### config.mk
export PLATFORM = sky130hd
export DESIGN_NAME = multi_cycle_control_flat
export DESIGN_NICKNAME = d
export VERILOG_FILES = /design/src/rtl/mips_mc_pkg.sv /design/src/rtl/multi_cycle_control_if.sv /design/src/rtl/mc_output_decode.sv /design/src/rtl/multi_cycle_control.sv /design/src/flat_wrapper.sv
export SDC_FILE = /design/constraint.sdc
export NUM_CORES = 1
export LEC_CHECK = 0
export BUFFER_PORTS_ARGS = -buffer_cell sky130_fd_sc_hd__buf_2
export CORE_ASPECT_RATIO = 2
export CORE_MARGIN = 2
export CORE_UTILIZATION = 32
export CTS_CLUSTER_DIAMETER = 80
export DETAILED_ROUTE_END_ITERATION = 7
export GPL_TIMING_DRIVEN = 1
export HOLD_SLACK_MARGIN = 0.12
export PLACE_DENSITY = 0.58
export SYNTH_ARGS = -nofsm -noshare
export SYNTH_HDL_FRONTEND = slang
export SYNTH_SLANG_ARGS = --single-unit
### constraint.sdc
create_clock -name clk -period 1.7 [get_ports clk]
set_clock_uncertainty 0.1 [all_clocks]
set_input_delay 0.34 -clock clk [delete_from_list [all_inputs] [get_ports clk]]
set_output_delay 0.34 -clock clk [all_outputs]
set_load 0.01 [all_outputs]
### src/rtl/mips_mc_pkg.sv
// Purpose: shared constants for the multi-cycle MIPS controller (opcodes, ALU codes, states, mux selects).
// Latency: n/a (declarations only).
// Backpressure: n/a.
package mips_mc_pkg;

  localparam int STATE_W_DEF = 4;

  // IR[31:26] opcodes understood by the controller
  localparam logic [5:0] OP_R_TYPE = 6'h00;
  localparam logic [5:0] OP_ADDI   = 6'h08;
  localparam logic [5:0] OP_LUI    = 6'h0F;
  localparam logic [5:0] OP_ORI    = 6'h0D;
  localparam logic [5:0] OP_ANDI   = 6'h0C;
  localparam logic [5:0] OP_LW     = 6'h23;
  localparam logic [5:0] OP_SW     = 6'h2B;
  localparam logic [5:0] OP_BEQ    = 6'h04;
  localparam logic [5:0] OP_BNE    = 6'h05;
  localparam logic [5:0] OP_J      = 6'h02;
  localparam logic [5:0] OP_JAL    = 6'h03;

  localparam logic [2:0] ALU_LUI   = 3'b000;
  localparam logic [2:0] ALU_OR    = 3'b001;
  localparam logic [2:0] ALU_AND   = 3'b010;
  localparam logic [2:0] ALU_SUB   = 3'b011;
  localparam logic [2:0] ALU_ADD   = 3'b100;
  localparam logic [2:0] ALU_NONE  = 3'b101;
  localparam logic [2:0] ALU_FUNCT = 3'b111;

  typedef enum logic [3:0] {
    S_FETCH     = 4'd0,
    S_DECODE    = 4'd1,
    S_MEM_ADDR  = 4'd2,
    S_MEM_READ  = 4'd3,
    S_MEM_WB    = 4'd4,
    S_MEM_WRITE = 4'd5,
    S_EXECUTE   = 4'd6,
    S_ALU_WB    = 4'd7,
    S_BRANCH    = 4'd8,
    S_JUMP      = 4'd9,
    S_HALT      = 4'd10
  } state_t;

  localparam logic [1:0] SRCB_B    = 2'b00;
  localparam logic [1:0] SRCB_FOUR = 2'b01;
  localparam logic [1:0] SRCB_IMM  = 2'b10;
  localparam logic [1:0] SRCB_BR   = 2'b11;

  localparam logic [1:0] PC_ALU    = 2'b00;
  localparam logic [1:0] PC_ALUOUT = 2'b01;
  localparam logic [1:0] PC_JUMP   = 2'b10;

  localparam logic [1:0] DST_RT    = 2'b00;
  localparam logic [1:0] DST_RD    = 2'b01;
  localparam logic [1:0] DST_RA    = 2'b10;

  localparam logic [1:0] WB_ALUOUT = 2'b00;
  localparam logic [1:0] WB_MDR    = 2'b01;
  localparam logic [1:0] WB_PC     = 2'b10;

  typedef struct packed {
    logic       pc_write;
    logic       ir_write;
    logic       i_or_d;
    logic       mem_read;
    logic       mem_write;
    logic [1:0] mem_to_reg;
    logic [1:0] reg_dst;
    logic       reg_write;
    logic       alu_src_a;
    logic [1:0] alu_src_b;
    logic [2:0] alu_op;
    logic [1:0] pc_src;
    logic       instr_done;
    logic       illegal_op;
  } ctrl_t;

  // Quiescent control word: no strobes, all selects 00, ALU idle
  localparam ctrl_t CTRL_IDLE = '{
    pc_write: 1'b0, ir_write: 1'b0, i_or_d: 1'b0, mem_read: 1'b0,
    mem_write: 1'b0, mem_to_reg: 2'b00, reg_dst: 2'b00, reg_write: 1'b0,
    alu_src_a: 1'b0, alu_src_b: 2'b00, alu_op: ALU_NONE, pc_src: 2'b00,
    instr_done: 1'b0, illegal_op: 1'b0
  };

  // Where DECODE dispatches each opcode; anything unknown halts the core
  function automatic state_t decode_next(input logic [5:0] op);
    case (op)
      OP_R_TYPE, OP_ADDI, OP_LUI, OP_ORI, OP_ANDI: return S_EXECUTE;
      OP_LW, OP_SW:                                return S_MEM_ADDR;
      OP_BEQ, OP_BNE:                              return S_BRANCH;
      OP_J, OP_JAL:                                return S_JUMP;
      default:                                     return S_HALT;
    endcase
  endfunction

endpackage

### src/rtl/multi_cycle_control_if.sv
// Purpose: controller <-> datapath bundle: status into the FSM, mux selects and strobes out.
// Latency: n/a (wiring only).
// Backpressure: mem_ready_i stalls the controller in its memory-access states.
// Ports: master = controller (drives *_o), slave = datapath/memory side (drives *_i).
interface multi_cycle_control_if #(
  parameter int STATE_W = 4
);
  logic [5:0]         opcode_i;
  logic               zero_i;
  logic               mem_ready_i;
  logic               pc_write_o;
  logic               ir_write_o;
  logic               i_or_d_o;
  logic               mem_read_o;
  logic               mem_write_o;
  logic [1:0]         mem_to_reg_o;
  logic [1:0]         reg_dst_o;
  logic               reg_write_o;
  logic               alu_src_a_o;
  logic [1:0]         alu_src_b_o;
  logic [2:0]         alu_op_o;
  logic [1:0]         pc_src_o;
  logic               instr_done_o;
  logic               illegal_op_o;
  logic [STATE_W-1:0] state_o;

  modport master (
    input  opcode_i, zero_i, mem_ready_i,
    output pc_write_o, ir_write_o, i_or_d_o, mem_read_o, mem_write_o,
           mem_to_reg_o, reg_dst_o, reg_write_o, alu_src_a_o, alu_src_b_o,
           alu_op_o, pc_src_o, instr_done_o, illegal_op_o, state_o
  );

  modport slave (
    output opcode_i, zero_i, mem_ready_i,
    input  pc_write_o, ir_write_o, i_or_d_o, mem_read_o, mem_write_o,
           mem_to_reg_o, reg_dst_o, reg_write_o, alu_src_a_o, alu_src_b_o,
           alu_op_o, pc_src_o, instr_done_o, illegal_op_o, state_o
  );
endinterface

### src/rtl/mc_output_decode.sv
// Purpose: combinational control word for the current FSM step.
// Latency: 0 cycles (pure combinational).
// Backpressure: mem_ready_i gates IR/PC load in FETCH and the done pulse in MEM_WRITE.
// Ports: state/op_q from the sequencer, zero_i/mem_ready_i from datapath, ctrl = full control word.
module mc_output_decode
  import mips_mc_pkg::*;
(
  input  state_t     state,
  input  logic [5:0] op_q,
  input  logic       zero_i,
  input  logic       mem_ready_i,
  output ctrl_t      ctrl
);

  logic is_rtype;
  assign is_rtype = (op_q == OP_R_TYPE);

  always_comb begin
    ctrl = CTRL_IDLE;
    case (state)
      S_FETCH: begin
        // PC+4 computed by the ALU while the instruction is read
        ctrl.mem_read  = 1'b1;
        ctrl.i_or_d    = 1'b0;
        ctrl.alu_src_a = 1'b0;
        ctrl.alu_src_b = SRCB_FOUR;
        ctrl.alu_op    = ALU_ADD;
        ctrl.pc_src    = PC_ALU;
        ctrl.ir_write  = mem_ready_i;
        ctrl.pc_write  = mem_ready_i;
      end
      S_DECODE: begin
        // speculative branch target lands in ALUOut
        ctrl.alu_src_b = SRCB_BR;
        ctrl.alu_op    = ALU_ADD;
      end
      S_MEM_ADDR: begin
        ctrl.alu_src_a = 1'b1;
        ctrl.alu_src_b = SRCB_IMM;
        ctrl.alu_op    = ALU_ADD;
      end
      S_MEM_READ: begin
        ctrl.i_or_d   = 1'b1;
        ctrl.mem_read = 1'b1;
      end
      S_MEM_WB: begin
        ctrl.reg_dst    = DST_RT;
        ctrl.mem_to_reg = WB_MDR;
        ctrl.reg_write  = 1'b1;
        ctrl.instr_done = 1'b1;
      end
      S_MEM_WRITE: begin
        ctrl.i_or_d     = 1'b1;
        ctrl.mem_write  = 1'b1;
        ctrl.instr_done = mem_ready_i;
      end
      S_EXECUTE: begin
        ctrl.alu_src_a = 1'b1;
        ctrl.alu_src_b = is_rtype ? SRCB_B : SRCB_IMM;
        case (op_q)
          OP_R_TYPE: ctrl.alu_op = ALU_FUNCT;
          OP_ADDI:   ctrl.alu_op = ALU_ADD;
          OP_LUI:    ctrl.alu_op = ALU_LUI;
          OP_ORI:    ctrl.alu_op = ALU_OR;
          OP_ANDI:   ctrl.alu_op = ALU_AND;
          default:   ctrl.alu_op = ALU_NONE;
        endcase
      end
      S_ALU_WB: begin
        ctrl.reg_dst    = is_rtype ? DST_RD : DST_RT;
        ctrl.mem_to_reg = WB_ALUOUT;
        ctrl.reg_write  = 1'b1;
        ctrl.instr_done = 1'b1;
      end
      S_BRANCH: begin
        ctrl.alu_src_a  = 1'b1;
        ctrl.alu_src_b  = SRCB_B;
        ctrl.alu_op     = ALU_SUB;
        ctrl.pc_src     = PC_ALUOUT;
        ctrl.instr_done = 1'b1;
        ctrl.pc_write   = ((op_q == OP_BEQ) &&  zero_i) ||
                          ((op_q == OP_BNE) && !zero_i);
      end
      S_JUMP: begin
        ctrl.pc_src     = PC_JUMP;
        ctrl.pc_write   = 1'b1;
        ctrl.instr_done = 1'b1;
        if (op_q == OP_JAL) begin
          // PC already holds PC+4 here, so it is the link value
          ctrl.reg_dst    = DST_RA;
          ctrl.mem_to_reg = WB_PC;
          ctrl.reg_write  = 1'b1;
        end
      end
      S_HALT: ctrl.illegal_op = 1'b1;
      default: ctrl = CTRL_IDLE;
    endcase
  end

endmodule

### src/rtl/multi_cycle_control.sv
// Purpose: sequencing FSM for the multi-cycle MIPS datapath; holds state and latched opcode.
// Latency: R/I-ALU 4, LW 5, SW 4, BEQ/BNE 3, J/JAL 3 cycles plus one per memory wait cycle.
// Backpressure: stalls in FETCH/MEM_READ/MEM_WRITE until mem_ready_i; HALT exits only via reset.
// Ports: clk, reset (sync, active-low), bus = controller side of multi_cycle_control_if.
module multi_cycle_control
  import mips_mc_pkg::*;
#(
  parameter int STATE_W = STATE_W_DEF
)(
  input logic                   clk,
  input logic                   reset,
  multi_cycle_control_if.master bus
);

  state_t     state;
  logic [5:0] op_q;
  ctrl_t      dec;
  ctrl_t      ctrl;

  always_ff @(posedge clk) begin
    if (!reset) begin
      state <= S_FETCH;
      op_q  <= '0;
    end else begin
      case (state)
        S_FETCH:     if (bus.mem_ready_i) state <= S_DECODE;
        S_DECODE: begin
          op_q  <= bus.opcode_i;
          state <= decode_next(bus.opcode_i);
        end
        S_MEM_ADDR:  state <= (op_q == OP_LW) ? S_MEM_READ : S_MEM_WRITE;
        S_MEM_READ:  if (bus.mem_ready_i) state <= S_MEM_WB;
        S_MEM_WRITE: if (bus.mem_ready_i) state <= S_FETCH;
        S_EXECUTE:   state <= S_ALU_WB;
        S_MEM_WB, S_ALU_WB, S_BRANCH, S_JUMP: state <= S_FETCH;
        S_HALT:      state <= S_HALT;
        default:     state <= S_FETCH;
      endcase
    end
  end

  mc_output_decode u_decode (
    .state       (state),
    .op_q        (op_q),
    .zero_i      (bus.zero_i),
    .mem_ready_i (bus.mem_ready_i),
    .ctrl        (dec)
  );

  // Reset must silence the datapath in the same cycle, before the state register clears
  assign ctrl = reset ? dec : CTRL_IDLE;

  assign bus.pc_write_o   = ctrl.pc_write;
  assign bus.ir_write_o   = ctrl.ir_write;
  assign bus.i_or_d_o     = ctrl.i_or_d;
  assign bus.mem_read_o   = ctrl.mem_read;
  assign bus.mem_write_o  = ctrl.mem_write;
  assign bus.mem_to_reg_o = ctrl.mem_to_reg;
  assign bus.reg_dst_o    = ctrl.reg_dst;
  assign bus.reg_write_o  = ctrl.reg_write;
  assign bus.alu_src_a_o  = ctrl.alu_src_a;
  assign bus.alu_src_b_o  = ctrl.alu_src_b;
  assign bus.alu_op_o     = ctrl.alu_op;
  assign bus.pc_src_o     = ctrl.pc_src;
  assign bus.instr_done_o = ctrl.instr_done;
  assign bus.illegal_op_o = ctrl.illegal_op;
  assign bus.state_o      = STATE_W'(state);

endmodule

### src/flat_wrapper.sv
// flat-port wrapper written by rule: the top's interface ports become plain ports
module multi_cycle_control_flat import mips_mc_pkg::*;
#(
  parameter int STATE_W = STATE_W_DEF
)
  (clk, reset, bus_opcode_i, bus_zero_i, bus_mem_ready_i, bus_pc_write_o, bus_ir_write_o, bus_i_or_d_o, bus_mem_read_o, bus_mem_write_o, bus_mem_to_reg_o, bus_reg_dst_o, bus_reg_write_o, bus_alu_src_a_o, bus_alu_src_b_o, bus_alu_op_o, bus_pc_src_o, bus_instr_done_o, bus_illegal_op_o, bus_state_o);
  multi_cycle_control_if #(.STATE_W(STATE_W)) bus_i ();
  input logic clk;
  input logic reset;
  input wire logic [$bits(bus_i.opcode_i)-1:0] bus_opcode_i;
  input wire logic [$bits(bus_i.zero_i)-1:0] bus_zero_i;
  input wire logic [$bits(bus_i.mem_ready_i)-1:0] bus_mem_ready_i;
  output wire logic [$bits(bus_i.pc_write_o)-1:0] bus_pc_write_o;
  output wire logic [$bits(bus_i.ir_write_o)-1:0] bus_ir_write_o;
  output wire logic [$bits(bus_i.i_or_d_o)-1:0] bus_i_or_d_o;
  output wire logic [$bits(bus_i.mem_read_o)-1:0] bus_mem_read_o;
  output wire logic [$bits(bus_i.mem_write_o)-1:0] bus_mem_write_o;
  output wire logic [$bits(bus_i.mem_to_reg_o)-1:0] bus_mem_to_reg_o;
  output wire logic [$bits(bus_i.reg_dst_o)-1:0] bus_reg_dst_o;
  output wire logic [$bits(bus_i.reg_write_o)-1:0] bus_reg_write_o;
  output wire logic [$bits(bus_i.alu_src_a_o)-1:0] bus_alu_src_a_o;
  output wire logic [$bits(bus_i.alu_src_b_o)-1:0] bus_alu_src_b_o;
  output wire logic [$bits(bus_i.alu_op_o)-1:0] bus_alu_op_o;
  output wire logic [$bits(bus_i.pc_src_o)-1:0] bus_pc_src_o;
  output wire logic [$bits(bus_i.instr_done_o)-1:0] bus_instr_done_o;
  output wire logic [$bits(bus_i.illegal_op_o)-1:0] bus_illegal_op_o;
  output wire logic [$bits(bus_i.state_o)-1:0] bus_state_o;
  assign bus_i.opcode_i = bus_opcode_i;
  assign bus_i.zero_i = bus_zero_i;
  assign bus_i.mem_ready_i = bus_mem_ready_i;
  assign bus_pc_write_o = bus_i.pc_write_o;
  assign bus_ir_write_o = bus_i.ir_write_o;
  assign bus_i_or_d_o = bus_i.i_or_d_o;
  assign bus_mem_read_o = bus_i.mem_read_o;
  assign bus_mem_write_o = bus_i.mem_write_o;
  assign bus_mem_to_reg_o = bus_i.mem_to_reg_o;
  assign bus_reg_dst_o = bus_i.reg_dst_o;
  assign bus_reg_write_o = bus_i.reg_write_o;
  assign bus_alu_src_a_o = bus_i.alu_src_a_o;
  assign bus_alu_src_b_o = bus_i.alu_src_b_o;
  assign bus_alu_op_o = bus_i.alu_op_o;
  assign bus_pc_src_o = bus_i.pc_src_o;
  assign bus_instr_done_o = bus_i.instr_done_o;
  assign bus_illegal_op_o = bus_i.illegal_op_o;
  assign bus_state_o = bus_i.state_o;
  multi_cycle_control #(.STATE_W(STATE_W)) u_core (.clk(clk), .reset(reset), .bus(bus_i));
endmodule
* Word level (Yosys, flattened, before mapping)
Cells that the tools add are included.
** Storage, ports and cells
- Register bits :: 10
- Output and inout bits :: 24
** Operators by class
- Equal/unequal tests :: 31
- Muxes and demuxes :: 22
- Reduce and logical (&&, ||, !) cells :: 16
** Operators with widths (count)
- 6-bit by 4-bit == test with 1-bit output (second input constant) :: 8
- 4-bit one-hot mux with 7 select lines :: 1
- 5-bit one-hot mux with 5 select lines :: 1
- 6-bit by 3-bit == test with 1-bit output (second input constant) :: 4
- 20-bit two-way mux :: 1
- 6-bit by 2-bit == test with 1-bit output (second input constant) :: 3
- 6-bit == test (second input constant) :: 3
- 4-bit by 3-bit == test with 1-bit output (second input constant) :: 4
- 4-bit one-hot mux with 4 select lines :: 1
- 3-bit one-hot mux with 5 select lines :: 1
- 5-bit one-hot mux with 3 select lines :: 1
- 4-bit == test (second input constant) :: 3
- 6-bit zero test :: 2
- 4-bit two-way mux :: 3
- 2-bit OR reduction :: 5
- 4-bit by 2-bit == test with 1-bit output (second input constant) :: 2
- 1-bit two-way mux :: 7
- 2-bit inequality test (second input constant) :: 3
- 5-bit two-way mux :: 1
- 5-bit OR reduction :: 1
- 4-bit by 1-bit == test with 1-bit output (second input constant) :: 1
- 4-bit zero test :: 1
- 2-bit one-hot mux with 2 select lines :: 1
- 4-bit OR reduction :: 1
- 9 further kinds :: 10

* Longest topological paths before layout
- Word-level depth :: 5
- Mapped depth :: 6
- Mapped depth without buffers :: 4

* Modules after synthesis
Synthesis repeated with hierarchy kept, for this count alone.
** Unflattened totals
- Cell total of the unflattened synthesis :: 147
- Area, all modules :: 1117.3 um^2
** By module, submodules not included
- multi_cycle_control :: instances 1, cells an instance 93, area each 764.5 um^2, sequential area each 200.2 um^2
- mc_output_decode :: instances 1, cells an instance 54, area each 352.8 um^2, sequential area each 0.0 um^2

* Worst setup path after synthesis
Ideal clock, no wire load.
- Path kind :: register to output
- Start point :: reg u_core.state[3] (netlist: u_core.bus.state_o[3])
- End point :: out bus_reg_dst_o[1]
- Arrival time :: 1.541 ns
- Required time :: 1.260 ns
- Path slack :: -0.281 ns
- Stages on the path, launching flop included :: 6
- Cells stage by stage :: dfxtp_1 > buf_2 > nand2_1 > nor2_1 > nor4b_2 > buf_4
** On the way
- Longest elaborated chain between the ends :: 3
- Elaborated cells on any way between the ends :: 5
- Those cells by class :: eq/ne: 3; mux: 2
** Ends and longest elaborated chain
- start, declared :: line multi_cycle_control.sv:15 : state_t state;
- start signal, assigned :: line multi_cycle_control.sv:29 : state <= decode_next(bus.opcode_i);
- start signal, assigned :: line multi_cycle_control.sv:31 : S_MEM_ADDR: state <= (op_q == OP_LW) ? S_MEM_READ : S_MEM_WRITE;
- 4-bit == test / 4-bit by 3-bit == test with 1-bit output (equally long branches) :: line mc_output_decode.sv:20 : case (state)
- 5-bit one-hot mux with 3 select lines (*) :: line mc_output_decode.sv:20
- 20-bit two-way mux (*) :: line multi_cycle_control.sv:51 : assign ctrl = reset ? dec : CTRL_IDLE;
- end, declared :: line flat_wrapper.sv:19 : output wire logic [$bits(bus_i.reg_dst_o)-1:0] bus_reg_dst_o;
Every way passes the cells marked *; elsewhere a longest branch is shown, timed or not.

* Worst setup path after layout
- Start point :: reg u_core.op_q[2]
- End point :: out bus_alu_src_b_o[1]
** On the way
- Longest elaborated chain between the ends :: 4
** Ends and longest elaborated chain
- start, declared :: line multi_cycle_control.sv:16 : logic [5:0] op_q;
- start signal, assigned :: line multi_cycle_control.sv:28 : op_q <= bus.opcode_i;
- 6-bit zero test :: line mc_output_decode.sv:16 : assign is_rtype = (op_q == OP_R_TYPE);
- 2-bit two-way mux :: line mc_output_decode.sv:59 : ctrl.alu_src_b = is_rtype ? SRCB_B : SRCB_IMM;
- 5-bit one-hot mux with 5 select lines :: line mc_output_decode.sv:20
- 20-bit two-way mux :: line multi_cycle_control.sv:51
- end, declared :: line flat_wrapper.sv:22 : output wire logic [$bits(bus_i.alu_src_b_o)-1:0] bus_alu_src_b_o;
Every way passes these cells.

==> flow_summary.json <==
{
  "synth.avg_cell_area_sq_um": 7.62,
  "hp-class": "input port to register",
  "fin_cells": 222,
  "post-place-cells": 207,
  "violations": "setup timing",
  "max-slew-margin-rel_pct": 84.1,
  "ir_worst_vdd_uv": 486,
  "die_x_um": 43.9,
  "antenna_found_initial": 0,
  "place_hpwl_um": 2630,
  "fin_area_sq_mm": 0.00170,
  "synthTopCellsByArea": "dfxtp_1, mux2i_1, nor2_1",
  "clkTransAtPathRegs_ns": 0.05,
  "cellPowerDensity_mw_per_mm2": 784,
  "synth_warnings": 0,
  "reg2regPathDepth": 6,
  "cts.hold.buffers_added": 0,
  "cp_max_fo": 6,
  "initial_utilization_pct": 32.7,
  "drc": 0,
  "crit_path_end_kind": "output port",
  "fin_ws_ns": -0.154,
  "final_antenna_net_count": 0,
  "cts_root_buffer": "clkbuf_8",
  "synth-main-ff-cell": "dfxtp_1",
  "power_frac_seq_pct": 25.3,
  "finalHoldViolCount": 0,
  "drt-pass1-iter-count": 4,
  "combPwrFrac_pct": 52.2,
  "cts_buffer_depth": 2,
  "grt_pass1_vias": 1261,
  "pin_count": 34,
  "grt_max_degree": 11,
  "status": "finished with violations",
  "cp.buffers_inverters": 2,
  "clk_latency_ns": 0.24,
  "synth-edff-count": 0,
  "hold_depth": 3,
  "start_kind": "register",
  "place_area_sq_mm": 0.00134,
  "clock-sinks": 10,
  "intPower_uw": 819,
  "drive_gt1_share_pct": 58.6,
  "synth_seq_area_share_pct": 19.6,
  "cts_tree": "yes",
  "vias_per_cell": 5.54,
  "power.total_uw": 1330,
  "grt_pass1_wl_um": 5650,
  "netlist_area_sq_mm": 0.00102,
  "wl_per_cell_um": 16.6,
  "nets": 202,
  "crit_chain": "buf_12 > nor2_4 > nand4_1 > a21oi_1 > nor2_1 > buf_2",
  "cts_made_buffers": 3,
  "portBuffers": 33,
  "h-tree-depth": 1,
  "die_y_um": 83.9,
  "path_class": "register to output port",
  "synth_top_area_share_pct": 19.6,
  "grt_overflow": 0,
  "fp.coreArea_sq_mm": 0.00312,
  "hold-worst-slack_ns": 0.316,
  "p_clk_share_pct": 22.4,
  "maxSlewViolCount": 0,
  "synthToLayoutAreaGrowth_pct": 66.7,
  "critPathMaxStageDelay_ns": 0.36,
  "num_vias": 1229,
  "setup_viol": 12,
  "track_usage_pct": 20.1,
  "synthCells": 134,
  "max_freq_mhz": 539,
  "tightestPinTransition_ns": 0.236,
  "path_depth": 6,
  "sw_frac_of_total_pct": 38.6,
  "cp.required_ns": 1.26,
  "finalCriticalPeriod_ns": 1.85,
  "yosysTopAreaCell": "dfxtp_1",
  "finalWirelength_um": 3700,
  "yosysUniqueCellTypes": 46,
  "synth_seq_cells": 10,
  "arrival_ns": 1.41,
  "synth_nets": 144,
  "max_cap_violations": 0,
  "diodes": 0,
  "die_area_sq_mm": 0.00369,
  "drt_iter0_markers": 34,
  "critical_path.top_delay_family": "simple AND/OR/NAND/NOR gates",
  "min_period_over_period_pct": 109,
  "rsz0062_at_grt": "true",
  "cp_slowest_cell": "dfxtp_4",
  "power.leakage_uw": 0.000701,
  "num_rows": 29,
  "synthArstFlopShare_pct": 0,
  "p_switching_uw": 514,
  "gp_congestion": 0.908
}
## synth_stat cells, types with 2 or more instances
| library cell | n |
|---|---|
| a21boi_1 | 2 |
| a21oi_1 | 9 |
| a221o_1 | 2 |
| and2_1 | 3 |
| and3_1 | 3 |
| buf_2 | 3 |
| buf_6 | 3 |
| dfxtp_1 | 10 |
| inv_1 | 4 |
| mux2i_1 | 6 |
| nand2_1 | 6 |
| nand2b_1 | 7 |
| nand3_1 | 3 |
| nand4_1 | 4 |
| nor2_1 | 15 |
| nor2b_1 | 8 |
| nor3_1 | 3 |
| nor4_1 | 3 |
| o2111ai_1 | 2 |
| o21ai_0 | 7 |
| o21ai_1 | 3 |
| or2b_1 | 3 |
| xor2_1 | 2 |
## logic make-up (layout without fill, tap and decap cells)
family	Yosys count	count (layout)	synth area share, %
buffers and inverters	13	70	7.72
XOR/XNOR	3	3	2.57
AO/OA/AOI/OAI	31	31	19.5
AND/OR/NAND/NOR	71	71	44.7
multiplexers	6	6	5.88
flip-flops	10	10	19.6
## stage by stage
step,setup TNS (ns),setup WS (ns),util (%)
after CTS,-1.05,-0.128,50.0
after floorplan,0,0.00540,-
after global routing,-2.11,-0.219,54.5
final,-1.26,-0.154,54.5
after detailed placement,0,0.0260,42.8
after global placement,0,0.0260,42.8
## state kept, by name, summed over array words and instances (netlist names)
name                count
u_core.op_q             6
u_core.bus.state_o      4
## layout by cell type (no fill, tap or decap), types with 6 or more instances in the layout
master / netlist / layout
nor2b_1: 8 / 8
nor2_1: 15 / 9
mux2i_1: 6 / 6
buf_2: 3 / 33
a21oi_1: 9 / 7
buf_6: 3 / 8
buf_4: 1 / 18
## worst reg2reg max path: stages, from the launching register on
cell       delay, ns
dfxtp_4         0.36
nand4bb_4       0.22
buf_6           0.15
buf_4           0.12
nor3b_2         0.18
o2111ai_1       0.15
a21boi_1        0.17
## what timing repair did
item	4_1_cts	5_1_grt
resized for setup	35	25
setup buffers	8	4
pin swaps	15	11
endpoints found under the setup margin	18	18
## power groups by stage
stage	logic, uW	registers [uW]	clock network, uW
after floorplan	339	323	0
after global placement	538	325	0
after detailed placement	536	328	0
after CTS	616	331	310
after global routing	748	343	318
final	697	338	299
## per-layer routing
layer / track usage, % / vias to the layer above / part of all wire [%]
li1: - / 601 / -
met1: 19.2 / 584 / 34
met3: 1.30 / 10 / 3.2
met5: 0 / - / 0
met2: 36.9 / 34 / 59
met4: 14.3 / 0 / 4.4
## worst paths after layout
check,start,to,slack (ns)
setup / recovery,u_core.op_q[2],bus_alu_src_b_o[1],-0.15
hold / removal,bus_opcode_i[5],u_core.op_q[5],0.32
setup reg to reg,u_core.op_q[2],u_core.bus.state_o[1],0.17
hold reg to reg,u_core.op_q[3],u_core.op_q[3],0.46
## cell type report
cell class,instances,area [sq um]
Fill cell,287,1420
Multi-Input combinational cell,111,931
Timing Repair Buffer,61,430
Sequential cell,10,225
Clock buffer,4,55.1
Tap cell,31,38.8
Inverter,5,21.3
Power figures use the tool's default switching activity.
